## config.mk

```make
export PLATFORM = sky130hd
export DESIGN_NAME = fetch_unit
export DESIGN_NICKNAME = d
export VERILOG_FILES = /design/src/rtl/fetch_unit.sv
export SDC_FILE = /design/constraint.sdc
export NUM_CORES = 1
export LEC_CHECK = 0
export CAP_MARGIN = 5
export CORE_ASPECT_RATIO = 0.6
export CORE_MARGIN = 3
export CORE_UTILIZATION = 45
export CTS_CLUSTER_DIAMETER = 100
export DETAILED_ROUTE_END_ITERATION = 8
export HOLD_SLACK_MARGIN = 0.02
export PLACE_DENSITY = 0.87
export SYNTH_ARGS = -nofsm -noshare
export SYNTH_HDL_FRONTEND = slang
export SYNTH_SLANG_ARGS = --single-unit
```

## constraint.sdc

```tcl
create_clock -name clk -period 4.2 [get_ports clk]
set_input_delay 1.05 -clock clk [delete_from_list [all_inputs] [get_ports clk]]
set_output_delay 1.05 -clock clk [all_outputs]
set_load 0.005 [all_outputs]
```

## src/rtl/fetch_unit.sv

```systemverilog
// Instruction fetch stage: owns the PC, fetches over a req/ack memory handshake
// and holds each instruction until the downstream datapath retires it.
module fetch_unit #(
    parameter logic [31:0] RESET_PC = 32'h0000_0000
) (
    input  logic        clk,
    input  logic        reset,
    output logic        ImemReq,
    output logic [31:0] ImemAddr,
    input  logic        ImemAck,
    input  logic [31:0] ImemRdata,
    output logic [31:0] Instr,
    output logic        InstrValid,
    input  logic        Stall,
    input  logic        PCSrc,
    input  logic [31:0] Result,
    output logic [31:0] PC,
    output logic [31:0] PCPlus8
);

    typedef enum logic [1:0] {
        S_IDLE  = 2'd0,
        S_FETCH = 2'd1,
        S_VALID = 2'd2
    } state_t;

    state_t      r_state;
    logic [31:0] r_pc;
    logic [31:0] r_instr;
    logic        r_req;
    logic        r_valid;

    logic [31:0] w_pc_plus4;
    logic [31:0] w_redirect;
    logic        w_unused_result_bits;

    assign w_pc_plus4 = r_pc + 32'd4;
    // Low result bits are dropped so the PC can never become misaligned.
    assign w_redirect = {Result[31:2], 2'b00};
    assign w_unused_result_bits = ^Result[1:0];

    always_ff @(posedge clk or negedge reset) begin
        if (!reset) begin
            r_state <= S_IDLE;
            r_pc    <= RESET_PC;
            r_instr <= 32'h0;
            r_req   <= 1'b0;
            r_valid <= 1'b0;
        end else begin
            case (r_state)
                S_IDLE: begin
                    r_state <= S_FETCH;
                    r_req   <= 1'b1;
                end
                S_FETCH: begin
                    if (ImemAck) begin
                        r_instr <= ImemRdata;
                        r_valid <= 1'b1;
                        r_req   <= 1'b0;
                        r_state <= S_VALID;
                    end
                end
                S_VALID: begin
                    // PCSrc/Result only matter on the edge the instruction retires.
                    if (!Stall) begin
                        r_pc    <= PCSrc ? w_redirect : w_pc_plus4;
                        r_valid <= 1'b0;
                        r_req   <= 1'b1;
                        r_state <= S_FETCH;
                    end
                end
                default: begin
                    r_state <= S_IDLE;
                    r_req   <= 1'b0;
                    r_valid <= 1'b0;
                end
            endcase
        end
    end

    assign ImemReq    = r_req;
    assign ImemAddr   = r_pc;
    assign Instr      = r_instr;
    assign InstrValid = r_valid;
    assign PC         = r_pc;
    assign PCPlus8    = r_pc + 32'd8;

endmodule

```

==> impl_metrics.py <==
metrics = {
    "worst_setup_path": {
        "crit_arrival_ns": 2.90,
        "start_kind": "flop",
        "crit_buf_inv": 1,
        "worstPathRequired_ns": 3.15,
        "crit_type": "flop to output port",
        "slowest_stage": "dfrtp_1",
        "path_delay_family": "simple AND/OR/NAND/NOR gates",
        "path_cells": "nand3_1 -> nor2_1 -> nand2_1 -> nor3_1 -> xor2_1 -> clkdlybuf4s50_1",
        "max_stage_delay_ns": 0.56,
        "cp-end-kind": "output port",
        "crit_fanout": 11,
    },
    "global_routing": {
        "grt_overflow": 0,
        "met1_usage_pct": 33.7,
        "grt_pass1_wl_um": 21200,
        "antenna_found_initial": 0,
        "grt_max_degree": 50,
        "met3_usage_pct": 9.53,
        "top_usage_layer": "met2",
        "groute.usage.overall_pct": 25.7,
        "grtUsageMet2_pct": 40.2,
        "grt_pass1_vias": 4050,
    },
    "die": {
        "die_area_sq_mm": 0.0106,
        "initial_core_util_pct": 47.8,
        "chipWidth_um": 131,
        "coreArea_sq_mm": 0.00882,
        "die_y_um": 81.0,
        "num_rows": 26,
        "pin_count": 199,
    },
    "route": {
        "vias": 4157,
        "dr.pass1.iters": 5,
        "routed_via_density": 5.76,
        "drt_iter0_drc": 489,
        "ant_nets": 0,
        "drc": 0,
        "post_drt_wl_per_cell_um": 18.8,
        "totalWireLength_um": 13500,
    },
    "power_and_ir_drop": {
        "ir_drop_v": 0.000404,
        "p_total_w": 0.00429,
        "power_density_mw_per_mm2": 692,
        "leakage_nw": 2.43,
    },
    "layout": {
        "layout_commonest_cell": "clkdlybuf4s50_1",
        "drive_above_1_share_pct": 11.6,
        "fillers": 670,
        "antennaDiodeCount": 0,
        "fin_cells": 722,
        "nNetsFinal": 662,
        "syn_to_final_growth_pct": 47.0,
        "stdcell_area_sq_mm": 0.00620,
        "mostFrequentLayoutCells": "clkdlybuf4s50_1 (189), dfrtp_1 (66), nand2_1 (37)",
    },
    "yosys": {
        "avgSynthCellArea_sq_um": 9.41,
        "yosysSeqAreaShare_pct": 39.2,
        "syn_inst": 448,
        "synth_edf_count": 0,
        "netlist_area_sq_mm": 0.00422,
        "ys_seq_elements": 66,
        "async_flop_share_pct": 100,
        "ys.flop_type": "dfrtp_1",
        "yosys_warnings": 0,
        "synth_cell_type_count": 61,
    },
    "sta": {
        "grt_setup_unrepaired": "false",
        "worst_pin_slew_ns": 1.12,
        "hold_violations": 0,
        "timing.final.crit_share_pct": 93.9,
        "final-setup-viol-count": 0,
        "skew_ns": 0.00488,
        "finalSetupTns_ns": 0,
        "drv_slew": 0,
        "max_slew_margin_pct": 25.1,
        "whs_ns": 0.500,
        "finalCriticalPeriod_ns": 3.95,
        "clock.fmax_mhz": 253,
    },
    "clocking": {
        "cts_root_buf": "clkbuf_16",
        "numClockSinks": 66,
        "cts_buffers": 9,
        "cts_setup_buffers": 0,
        "htreeDepth": 3,
        "postCtsHoldBufs": 0,
        "clkLatencyLatePin_ns": 0.33,
        "cts_tree": "done",
        "clk_pin_slew_worst_paths_ns": 0.05,
        "cts_resized": 0,
        "clock_path_buffers": 2,
    },
    "place": {
        "portBuffers": 190,
        "dp_hpwl_um": 9920,
        "routabilityCongestion": 0.879,
        "placed_area_sq_mm": 0.00584,
        "dp.cells": 706,
    },
    "outcome": {
        "status": "complete, no violations",
    },
    "hold_path": {
        "hold_class": "flop to flop",
    },
    "run": {
        "max-cap-violations": 0,
    },
}
registers in the layout (all words and copies together), names as in the netlist:
name / cells
r_state: 2
Instr: 32
ImemAddr: 30
InstrValid: 1
ImemReq: 1
power by group:
part | switching [W] | leakage (nW) | internal [W]
Clock | 0.000293 | 0.171 | 0.000586
Combinational | 0.000695 | 1.48 | 0.00134
Sequential | 0.000439 | 0.780 | 0.000935
final cells by class:
class,count,area [sq um],share of cell area [%]
Tap cell,126,158,2.54
Timing Repair Buffer,198,1960,31.6
Sequential cell,66,1650,26.7
Clock buffer,9,225,3.63
Clock inverter,7,125,2.02
Multi-Input combinational cell,308,2050,33.1
Inverter,8,30.0,0.485
synth_stat cells (3+ instances only):
| master | n | area share [%] |
|---|---|---|
| nor4_1 | 7 | 1.0 |
| buf_4 | 41 | 7.3 |
| a32oi_1 | 3 | 0.62 |
| or3_1 | 5 | 0.74 |
| a21oi_1 | 23 | 2.7 |
| o22ai_1 | 6 | 0.89 |
| nand4_1 | 7 | 1.0 |
| and3_1 | 9 | 1.3 |
| a211oi_1 | 3 | 0.53 |
| o21ai_0 | 22 | 2.6 |
| o21a_1 | 3 | 0.53 |
| mux2_2 | 32 | 8.5 |
| o22a_1 | 6 | 1.2 |
| xor2_1 | 13 | 2.7 |
| dfrtp_1 | 66 | 39 |
| xnor2_1 | 14 | 2.9 |
| buf_6 | 3 | 0.80 |
| nand2_1 | 37 | 3.3 |
| inv_1 | 8 | 0.71 |
| a2bb2oi_1 | 4 | 0.83 |
| nand3_1 | 20 | 2.4 |
| a22oi_1 | 4 | 0.71 |
| nor3_1 | 13 | 1.5 |
| a31oi_1 | 4 | 0.59 |
| clkbuf_1 | 17 | 1.5 |
| clkbuf_8 | 6 | 2.0 |
| nor2_1 | 28 | 2.5 |
kinds of logic after synthesis:
family	Yosys count	share of synthesized area [%]
other	1	0.0890
buffers and inverters	79	12.9
AOI/OAI and AO/OA	94	14.5
and+or+nand+nor	146	18.3
DFF	66	39.2
muxes	33	8.79
xor gates and xnor gates	27	5.61
adders and majority gates	2	0.594
per-stage QoR:
stage	util, %	setup slack, ns
floorplan	-	1.31
global placement	66.3	0.580
detailed placement	66.3	0.546
CTS	70.2	0.179
global route	70.3	0.0562
finish	70.3	0.255
routing by layer:
metal | wire length (um) | share of wire (%) | vias up
li1 | - | - | 1854
met1 | 5380 | 40 | 1989
met2 | 6220 | 46 | 285
met3 | 1710 | 13 | 29
met4 | 236 | 1.7 | 0
met5 | 0 | 0 | -
worst paths after layout:
path / start / slack, ns / cells past startpoint / to
max in group asynchronous: reset / 2.36 / 2 / ImemAddr[29]
worst max-delay path: ImemAddr[5] / 0.25 / 6 / PCPlus8[28]
worst max register to register: ImemAddr[12] / 1.70 / 5 / ImemAddr[25]
worst min-delay path: Instr[16] / 0.50 / 1 / Instr[16]
min in group asynchronous: reset / 0.94 / 1 / Instr[6]
worst min register to register: Instr[16] / 0.50 / 1 / Instr[16]
No activity file was read; power rests on OpenSTA's default activity.
